## src/rtl/mult_share_arbiter_pkg.sv

```systemverilog
// Shared types and width helpers for the two-requester multiplier arbiter.
package mult_share_arbiter_pkg;

  localparam int unsigned W_DEF         = 8;
  localparam int unsigned BUSY_WAIT_DEF = 4;

  typedef enum logic [1:0] {
    IDLE      = 2'd0,
    WAIT_BUSY = 2'd1,
    WAIT_DONE = 2'd2,
    RESPOND   = 2'd3
  } state_t;

  function automatic int unsigned prod_width(input int unsigned w);
    return 2 * w;
  endfunction

  // Width of a counter that spans 0 .. n-1 (at least one bit).
  function automatic int unsigned cnt_width(input int unsigned n);
    return (n < 2) ? 1 : $clog2(n);
  endfunction

endpackage

```

## src/rtl/mult_share_arbiter_if.sv

```systemverilog
// Requester and multiplier-side signals of the shared multiplier arbiter.
interface mult_share_arbiter_if
  import mult_share_arbiter_pkg::*;
#(
  parameter int unsigned W = W_DEF
);
  localparam int unsigned PW = prod_width(W);

  logic          r0_start;
  logic [W-1:0]  r0_a;
  logic [W-1:0]  r0_b;
  logic          r0_busy;
  logic          r0_done;
  logic [PW-1:0] r0_result;

  logic          r1_start;
  logic [W-1:0]  r1_a;
  logic [W-1:0]  r1_b;
  logic          r1_busy;
  logic          r1_done;
  logic [PW-1:0] r1_result;

  logic          mul_start;
  logic [W-1:0]  mul_a;
  logic [W-1:0]  mul_b;
  logic [PW-1:0] mul_f;
  logic          mul_busy;

  logic          err;

  // Arbiter side.
  modport slave (
    input  r0_start, r0_a, r0_b, r1_start, r1_a, r1_b, mul_f, mul_busy,
    output r0_busy, r0_done, r0_result, r1_busy, r1_done, r1_result,
    output mul_start, mul_a, mul_b, err
  );

  // Requester / multiplier side.
  modport master (
    output r0_start, r0_a, r0_b, r1_start, r1_a, r1_b, mul_f, mul_busy,
    input  r0_busy, r0_done, r0_result, r1_busy, r1_done, r1_result,
    input  mul_start, mul_a, mul_b, err
  );

endinterface

```

## src/rtl/mult_share_arbiter_rr_grant2.sv

```systemverilog
// Combinational two-way round-robin pick: favour the requester not granted last.
module rr_grant2 (
  input  logic [1:0] pending,
  input  logic       last_grant,
  output logic       valid_c,
  output logic       grant_c
);

  always_comb begin
    valid_c = |pending;
    grant_c = 1'b0;
    if (pending[~last_grant]) begin
      grant_c = ~last_grant;
    end else if (pending[last_grant]) begin
      grant_c = last_grant;
    end
  end

endmodule

```

## src/rtl/mult_share_arbiter.sv

```systemverilog
// Shares one start/busy sequential multiplier between two requesters, granting
// round-robin and returning each product on a per-requester done pulse.
module mult_share_arbiter
  import mult_share_arbiter_pkg::*;
#(
  parameter int unsigned W         = W_DEF,
  parameter int unsigned BUSY_WAIT = BUSY_WAIT_DEF
) (
  input logic                  clk,
  input logic                  rst,
  mult_share_arbiter_if.slave  bus
);

  localparam int unsigned PW = prod_width(W);
  localparam int unsigned CW = cnt_width(BUSY_WAIT);

  state_t             state;
  state_t             state_nxt;

  logic [1:0]         pending;
  logic               last_grant;
  logic               gnt;
  logic [1:0][W-1:0]  op_a;
  logic [1:0][W-1:0]  op_b;
  logic [CW-1:0]      wait_cnt;

  logic               mul_start;
  logic [W-1:0]       mul_a;
  logic [W-1:0]       mul_b;
  logic               err;
  logic [1:0]         done;
  logic [PW-1:0]      r0_result;
  logic [PW-1:0]      r1_result;

  logic               pick_valid;
  logic               pick;

  logic               issue;
  logic               timeout;
  logic               finish;
  logic               respond;
  logic               wait_last;

  rr_grant2 u_rr_grant2 (
    .pending    (pending),
    .last_grant (last_grant),
    .valid_c    (pick_valid),
    .grant_c    (pick)
  );

  assign wait_last = (wait_cnt == CW'(BUSY_WAIT - 1));

  // State register.
  always_ff @(posedge clk or posedge rst) begin
    if (rst) begin
      state <= IDLE;
    end else begin
      state <= state_nxt;
    end
  end

  // Next-state logic.
  always_comb begin
    state_nxt = state;
    case (state)
      IDLE: begin
        if (pick_valid) state_nxt = WAIT_BUSY;
      end
      WAIT_BUSY: begin
        if (bus.mul_busy)   state_nxt = WAIT_DONE;
        else if (wait_last) state_nxt = IDLE;
      end
      WAIT_DONE: begin
        if (!bus.mul_busy) state_nxt = RESPOND;
      end
      RESPOND: begin
        state_nxt = IDLE;
      end
      default: state_nxt = IDLE;
    endcase
  end

  // Per-state control strobes.
  always_comb begin
    issue   = 1'b0;
    timeout = 1'b0;
    finish  = 1'b0;
    respond = 1'b0;
    case (state)
      IDLE:      issue   = pick_valid;
      WAIT_BUSY: timeout = !bus.mul_busy && wait_last;
      WAIT_DONE: finish  = !bus.mul_busy;
      RESPOND:   respond = 1'b1;
      default: ;
    endcase
  end

  // Request capture, multiplier drive and result return.
  always_ff @(posedge clk or posedge rst) begin
    if (rst) begin
      pending    <= '0;
      last_grant <= 1'b1;
      gnt        <= 1'b0;
      op_a       <= '0;
      op_b       <= '0;
      wait_cnt   <= '0;
      mul_start  <= 1'b0;
      mul_a      <= '0;
      mul_b      <= '0;
      err        <= 1'b0;
      done       <= '0;
      r0_result  <= '0;
      r1_result  <= '0;
    end else begin
      mul_start <= issue;
      err       <= timeout;
      done[0]   <= respond && !gnt;
      done[1]   <= respond && gnt;

      // A start is only taken while that requester has nothing outstanding.
      if (bus.r0_start && !pending[0]) begin
        pending[0] <= 1'b1;
        op_a[0]    <= bus.r0_a;
        op_b[0]    <= bus.r0_b;
      end
      if (bus.r1_start && !pending[1]) begin
        pending[1] <= 1'b1;
        op_a[1]    <= bus.r1_a;
        op_b[1]    <= bus.r1_b;
      end

      if (issue) begin
        gnt      <= pick;
        mul_a    <= op_a[pick];
        mul_b    <= op_b[pick];
        wait_cnt <= '0;
      end else if (state == WAIT_BUSY) begin
        wait_cnt <= wait_cnt + CW'(1);
      end

      if (finish) begin
        if (gnt) r1_result <= bus.mul_f;
        else     r0_result <= bus.mul_f;
      end

      // A timed-out request is dropped without touching fairness history.
      if (timeout || respond) pending[gnt] <= 1'b0;
      if (respond)            last_grant   <= gnt;
    end
  end

  assign bus.mul_start = mul_start;
  assign bus.mul_a     = mul_a;
  assign bus.mul_b     = mul_b;
  assign bus.err       = err;
  assign bus.r0_busy   = pending[0];
  assign bus.r1_busy   = pending[1];
  assign bus.r0_done   = done[0];
  assign bus.r1_done   = done[1];
  assign bus.r0_result = r0_result;
  assign bus.r1_result = r1_result;

endmodule

```

## src/flat_wrapper.sv

```systemverilog
// flat-port wrapper written by rule: the top's interface ports become plain ports
module mult_share_arbiter_flat import mult_share_arbiter_pkg::*;
#(
  parameter int unsigned W         = W_DEF,
  parameter int unsigned BUSY_WAIT = BUSY_WAIT_DEF
)
  (clk, rst, bus_r0_start, bus_r0_a, bus_r0_b, bus_r1_start, bus_r1_a, bus_r1_b, bus_mul_f, bus_mul_busy, bus_r0_busy, bus_r0_done, bus_r0_result, bus_r1_busy, bus_r1_done, bus_r1_result, bus_mul_start, bus_mul_a, bus_mul_b, bus_err);
  mult_share_arbiter_if #(.W(W)) bus_i ();
  input logic clk;
  input logic rst;
  input wire logic [$bits(bus_i.r0_start)-1:0] bus_r0_start;
  input wire logic [$bits(bus_i.r0_a)-1:0] bus_r0_a;
  input wire logic [$bits(bus_i.r0_b)-1:0] bus_r0_b;
  input wire logic [$bits(bus_i.r1_start)-1:0] bus_r1_start;
  input wire logic [$bits(bus_i.r1_a)-1:0] bus_r1_a;
  input wire logic [$bits(bus_i.r1_b)-1:0] bus_r1_b;
  input wire logic [$bits(bus_i.mul_f)-1:0] bus_mul_f;
  input wire logic [$bits(bus_i.mul_busy)-1:0] bus_mul_busy;
  output wire logic [$bits(bus_i.r0_busy)-1:0] bus_r0_busy;
  output wire logic [$bits(bus_i.r0_done)-1:0] bus_r0_done;
  output wire logic [$bits(bus_i.r0_result)-1:0] bus_r0_result;
  output wire logic [$bits(bus_i.r1_busy)-1:0] bus_r1_busy;
  output wire logic [$bits(bus_i.r1_done)-1:0] bus_r1_done;
  output wire logic [$bits(bus_i.r1_result)-1:0] bus_r1_result;
  output wire logic [$bits(bus_i.mul_start)-1:0] bus_mul_start;
  output wire logic [$bits(bus_i.mul_a)-1:0] bus_mul_a;
  output wire logic [$bits(bus_i.mul_b)-1:0] bus_mul_b;
  output wire logic [$bits(bus_i.err)-1:0] bus_err;
  assign bus_i.r0_start = bus_r0_start;
  assign bus_i.r0_a = bus_r0_a;
  assign bus_i.r0_b = bus_r0_b;
  assign bus_i.r1_start = bus_r1_start;
  assign bus_i.r1_a = bus_r1_a;
  assign bus_i.r1_b = bus_r1_b;
  assign bus_i.mul_f = bus_mul_f;
  assign bus_i.mul_busy = bus_mul_busy;
  assign bus_r0_busy = bus_i.r0_busy;
  assign bus_r0_done = bus_i.r0_done;
  assign bus_r0_result = bus_i.r0_result;
  assign bus_r1_busy = bus_i.r1_busy;
  assign bus_r1_done = bus_i.r1_done;
  assign bus_r1_result = bus_i.r1_result;
  assign bus_mul_start = bus_i.mul_start;
  assign bus_mul_a = bus_i.mul_a;
  assign bus_mul_b = bus_i.mul_b;
  assign bus_err = bus_i.err;
  mult_share_arbiter #(.W(W), .BUSY_WAIT(BUSY_WAIT)) u_core (.clk(clk), .rst(rst), .bus(bus_i));
endmodule
```

## config.mk

```make
export PLATFORM = sky130hd
export DESIGN_NAME = mult_share_arbiter_flat
export DESIGN_NICKNAME = d
export VERILOG_FILES = /design/src/rtl/mult_share_arbiter_pkg.sv /design/src/rtl/mult_share_arbiter_if.sv /design/src/rtl/mult_share_arbiter_rr_grant2.sv /design/src/rtl/mult_share_arbiter.sv /design/src/flat_wrapper.sv
export SDC_FILE = /design/constraint.sdc
export NUM_CORES = 1
export LEC_CHECK = 0
export BUFFER_PORTS_ARGS = -buffer_cell sky130_fd_sc_hd__clkbuf_2
export CORE_ASPECT_RATIO = 0.5
export CORE_MARGIN = 2
export CORE_UTILIZATION = 40
export DETAILED_ROUTE_END_ITERATION = 12
export SETUP_SLACK_MARGIN = 0.2
export SLEW_MARGIN = 20
export SYNTH_ARGS = -nofsm -noshare
export SYNTH_HDL_FRONTEND = slang
export SYNTH_HIERARCHICAL = 1
export SYNTH_SLANG_ARGS = --single-unit
```

## constraint.sdc

```tcl
create_clock -name clk -period 2.9 [get_ports clk]
set_input_delay 0.145 -clock clk [delete_from_list [all_inputs] [get_ports clk]]
set_output_delay 0.145 -clock clk [all_outputs]
set_load 0.005 [all_outputs]
```

---- After elaboration in Yosys (flattened, before gate mapping) ----
Cells that the tools add are included.
word-level totals
  register bits after elaboration ......... 92
  bits of input ports ..................... 53
  output and inout port bits .............. 54
operators by class
  add/sub/neg operators ................... 1
  magnitude comparators ................... 5
  equality and inequality tests ........... 7
  muxes and demuxes ....................... 26
  bitwise gates (word level) .............. 4
  reduce and logical (&&, ||, !) cells .... 17
operators with widths
  cell                                                         count
  2-to-1 mux 8 bit                                             4
  2-to-1 mux 2 bit                                             7
  2-to-1 mux 1 bit                                             13
  less-than comparator 1 x 2 -> 1 bit (second input constant)  4
  one-hot mux 2 bit (4 select lines)                           1
  equality test 2 bit (second input constant)                  3
  logical AND 1 bit                                            6
  zero test 1 bit                                              4
  AND reduction 2 bit                                          2
  != test 3 x 2 -> 1 bit (second input constant)               1
  AND reduction 3 bit                                          1
  adder 2 x 1 -> 2 bit (second input constant)                 1
  AND 2 bit                                                    1
  equality test 2 x 1 -> 1 bit (second input constant)         1
  zero test 2 bit                                              1
  != test 2 x 1 -> 1 bit (second input constant)               1
  != test 2 bit (second input constant)                        1
  inverter 1 bit                                               2
  inverter 2 bit                                               1
  nonzero test 2 bit                                           1
  OR reduction 2 bit                                           1
  demux 1 bit (select 1 bit)                                   1
  >= comparator 1 bit (second input constant)                  1
  logical OR 1 bit                                             1

---- Logic depth before layout (Yosys ltp) ----
  depth in word-level cells ............... 7
  gate-level depth with buffers ........... 5
  gate-level depth less buffers ........... 4

---- Hierarchy ----
Netlist, hierarchy kept.
by module, submodules not included
  module              instances  cells an instance  area an instance (sq um)
  mult_share_arbiter  1          248                3707.3
  rr_grant2           1          2                  13.8

---- Worst setup path before layout ----
Ideal clock, no wire load.
  path kind ............................... register to register
  start ................................... register u_core.state[0]
  end ..................................... register u_core.r0_result[0], in the netlist u_core/bus.r0_result[0]
  arrival time ............................ 1355 ps
  required time ........................... 2775 ps
  setup slack ............................. 1420 ps
  cell stages (with the launch flop) ...... 5
  buffers on the path ..................... 1
  path through ............................ dfrtp_1 nand2b_4 nor3_4 buf_12 mux2_4
on the way
  longest elaborated chain between the ends .. 3
ends and longest elaborated chain
  item                                  line                       text
  from (decl)                           mult_share_arbiter.sv:17   state_t state;
  from (signal assigned)                mult_share_arbiter.sv:58   state <= state_nxt;
  equality test 2 bit                   mult_share_arbiter.sv:89   case (state)
  2-to-1 mux 1 bit                      mult_share_arbiter.sv:89
  AND reduction 2 bit (no source line)  --
  to (signal assigned)                  mult_share_arbiter.sv:143  else r0_result <= bus.mul_f;
  to (decl)                             mult_share_arbiter.sv:32   logic [PW-1:0] r0_result;
No other way between the ends.
A chain may end at the register's enable or synchronous reset.

---- Final worst setup path ----
  start ................................... register u_core.pending[1]
  end ..................................... register u_core/op_a[11] (netlist bit)
on the way
  longest elaborated chain between the ends .. 2
ends and longest elaborated chain
  item                               line                       text
  from (decl)                        mult_share_arbiter.sv:20   logic [1:0] pending;
  from (signal assigned)             mult_share_arbiter.sv:101  pending <= '0;
  from (signal assigned)             mult_share_arbiter.sv:127  pending[1] <= 1'b1;
  from (signal, indexed assignment)  mult_share_arbiter.sv:147  if (timeout || respond) pending[gnt] <= 1'b0;
  zero test 1 bit                    mult_share_arbiter.sv:126  if (bus.r1_start && !pending[1]) begin
  logical AND 1 bit                  mult_share_arbiter.sv:126
  to (decl)                          mult_share_arbiter.sv:23   logic [1:0][W-1:0] op_a;
No other way between the ends.

==> results.py <==
metrics = {
    "synth": {
        "post-synth-top-count-cell": "dfrtp_1",
        "ys.flop_type": "dfrtp_1",
        "ys_types": 26,
        "synth_seq_cells": 92,
        "synth_edf_count": 0,
        "syn_inst": 250,
        "synthDominantCellAreaShare_pct": 61.20,
        "yosys.area.top_type": "dfrtp_1",
        "synthTopCellsByArea": "dfrtp_1, mux2_2, mux2_4",
        "synth_nets": 304,
        "seq_area_frac_synth_pct": 61.90,
        "netlist_area_um2": 3721,
        "synth_common_cells": "dfrtp_1, mux2_2, mux2_4, nor2_1",
        "async_flop_share_pct": 100.0,
        "ys.warnings.count": 6,
        "syn_area_per_cell_um2": 14.88,
    },
    "floorplanning": {
        "coreArea_um2": 8859,
        "die_x_um": 140.4,
        "die_y_um": 72.20,
        "start_util_pct": 42.01,
        "io_pins": 107,
        "die_area_um2": 10140,
        "placementRows": 24,
    },
    "routing": {
        "drc": 0,
        "wire_per_inst_um": 15.89,
        "drtIter0Drc": 65,
        "dr_total_vias": 2332,
        "vias_per_cell": 4.828,
        "ant_nets": 0,
        "routed_wl_um": 7675,
        "dr.pass1.iters": 4,
    },
    "worst_hold_path": {
        "hold_class": "in -> reg",
    },
    "clock_network": {
        "post_cts_buffers": 0,
        "cts_root_buf": "clkbuf_16",
        "cts_sinks": 92,
        "insertion_delay_ns": 0.33,
        "max-clock-path-buffers": 2,
        "clkTransAtPathRegs_ns": 0.07,
        "cts_inserted_buffers": 9,
        "cts_tree": "yes",
        "htreeDepth": 3,
    },
    "setup_path": {
        "rrSetupSlack_ns": 1.19,
        "r2r.worst_path.cells": 2,
        "cp_max_fo": 16,
        "cp.depth": 2,
        "crit_chain": "nor2b_2 -> mux2_2",
        "worstSetupStartpoint": "u_core/pending[1]",
        "worst_setup_path_end_kind": "flip-flop",
        "cp-start-kind": "flip-flop",
        "cp-endpoint": "u_core/op_a[11]",
        "critPathKind": "reg -> reg",
        "crit_family": "simple AND/OR/NAND/NOR gates",
        "arrival_ns": 1.92,
        "cp.buffers_inverters": 0,
        "cp_slowest_cell": "nor2b_2",
        "cpPeakStageDelay_ns": 0.74,
        "rr_startpoint": "u_core/pending[1]",
        "r2r_end": "u_core/op_a[11]",
        "required_ns": 3.11,
    },
    "sta": {
        "setup_ws_ns": 1.185,
        "rsz0062_at_grt": "false",
        "hold_viol": 0,
        "worstMarginPinSlew_ns": 0.9196,
        "setup_viol": 0,
        "fmax_mhz": 583.2,
        "fin_skew_ns": 0.007920,
        "period_needed_ns": 1.715,
        "timing.final.crit_share_pct": 59.13,
        "max_slew_margin_pct": 38.41,
        "fin_tns_setup_ns": 0,
        "drv_slew": 0,
    },
    "finish": {
        "fin_area_um2": 4702,
        "drive_gt1_share_pct": 55.19,
        "final_util_pct": 53.08,
        "fin_nets": 415,
        "syn_to_final_growth_pct": 26.36,
        "antenna_cells": 0,
    },
    "power": {
        "power_mw": 5.450,
        "peakVddDrop_mv": 0.4498,
        "p_leak_nw": 2.297,
        "powerDensity_nw_per_um2": 1159,
    },
    "grt": {
        "grt_pass1_wl_um": 12770,
        "grt_overflow": 0,
        "track_usage_pct": 16.27,
        "grt_max_degree": 48,
        "grt_antenna_before_repair": 0,
        "grt_pass1_vias": 2536,
    },
    "placement": {
        "gp_congestion": 0.7674,
        "placed_cell_area_um2": 4375,
        "io_buffers": 106,
        "dp_hpwl_um": 5509,
        "pre_cts_slack_ns": 1.202,
    },
    "run_status": {
        "outcome": "complete, no violations",
    },
    "run": {
        "drv_cap": 0,
    },
}
==> state kept, by name (all words and copies together) (netlist names), named ones only <==
register and cells:
u_core/done 2, u_core/pending 2, u_core/bus.mul_a 8, u_core/bus.mul_start 1
u_core/bus.err 1, u_core/op_a 16, u_core/gnt 1, u_core/state 1
u_core/bus.r1_result 16, u_core/bus.mul_b 8, u_core/bus.r0_result 16, u_core/op_b 16
u_core/wait_cnt 2, u_core/last_grant 1
==> placed cells by master (no fill, tap or decap) <==
cell type      count
clkbuf_2         106
dfrtp_1           91
mux2_2            44
mux2_4            20
nor2_1            18
mux2i_1           16
a21oi_1           16
clkbuf_16          9
o21ai_0            6
nand2_1            5
clkinv_2           4
buf_4              4
inv_1              3
bufinv_16          2
nor2b_2            2
nor3_4             2
o22a_2             2
clkinv_4           1
clkinvlp_4         1
dlygate4sd3_1      1
nand2b_1           1
o32ai_1            1
nand2b_4           1
nor3b_4            1
nor3b_1            1
nor2b_1            1
o21bai_1           1
a21o_1             1
ha_1               1
dfstp_2            1
buf_12             1
or2_1              1
a21boi_2           1
==> layout make-up <==
| cell class | instances | area [um2] |
|---|---|---|
| multi-input combinational | 142 | 1329 |
| timing repair buffer | 112 | 590.6 |
| tap | 117 | 146.4 |
| inverter | 4 | 16.27 |
| clock buffer | 9 | 225.2 |
| fill | 773 | 4156 |
| sequential | 92 | 2303 |
| clock inverter | 7 | 91.34 |
==> how the worst min path moves through the flow <==
stage	start	to	slack (ns)	cells past startpoint
global placement	rst	u_core/bus.r0_result[1]	0.28	2
global route	bus_r1_a[0]	u_core/op_a[8]	0.04	2
CTS	bus_r1_a[7]	u_core/op_a[15]	0.03	2
detailed placement	rst	u_core/bus.r1_result[1]	0.31	2
finish	bus_r1_a[7]	u_core/op_a[15]	0.05	2
floorplan	bus_mul_f[0]	u_core/bus.r0_result[0]	0.29	1
==> per-stage QoR <==
stage / hold WS [ns] / instances
4_1_cts: 0.03152 / 483
3_5_place_dp: 0.3055 / 466
3_3_place_gp: 0.2769 / 466
6_report: 0.04569 / 483
2_1_floorplan: 0.2931 / 250
5_1_grt: 0.03539 / 483
==> power by group <==
group	internal, mW	switching (mW)
Sequential	1.93	0.384
Clock	0.751	0.471
Combinational	1.09	0.828
==> logic make-up after synthesis <==
logic type,share of synthesized area [%]
compound gates,4.338
mux,25.69
fa+ha+maj,0.3362
buf+inv,2.791
simple gates,4.943
flops,61.90
==> what timing repair did <==
action                    CTS  global route
hold endpoints to repair   44             0
hold buffers                1             0
gates resized for setup     0             0
==> per-layer routing <==
| metal | wire, um | part of all wire (%) | GRT usage, % | vias up |
|---|---|---|---|---|
| li1 | - | - | - | 1096 |
| met1 | 3529 | 46 | 20.99 | 1166 |
| met2 | 3631 | 47 | 26.91 | 57 |
| met3 | 391 | 5.1 | 4.950 | 13 |
| met4 | 122 | 1.6 | 5.163 | 0 |
| met5 | 0 | 0 | 0 | - |
==> worst reg2reg max path: stages (launching register included) <==
cell and delay, ns:
dfrtp_1 0.42, nor2b_2 0.74, mux2_2 0.43
(Power assumes the default switching activity.)
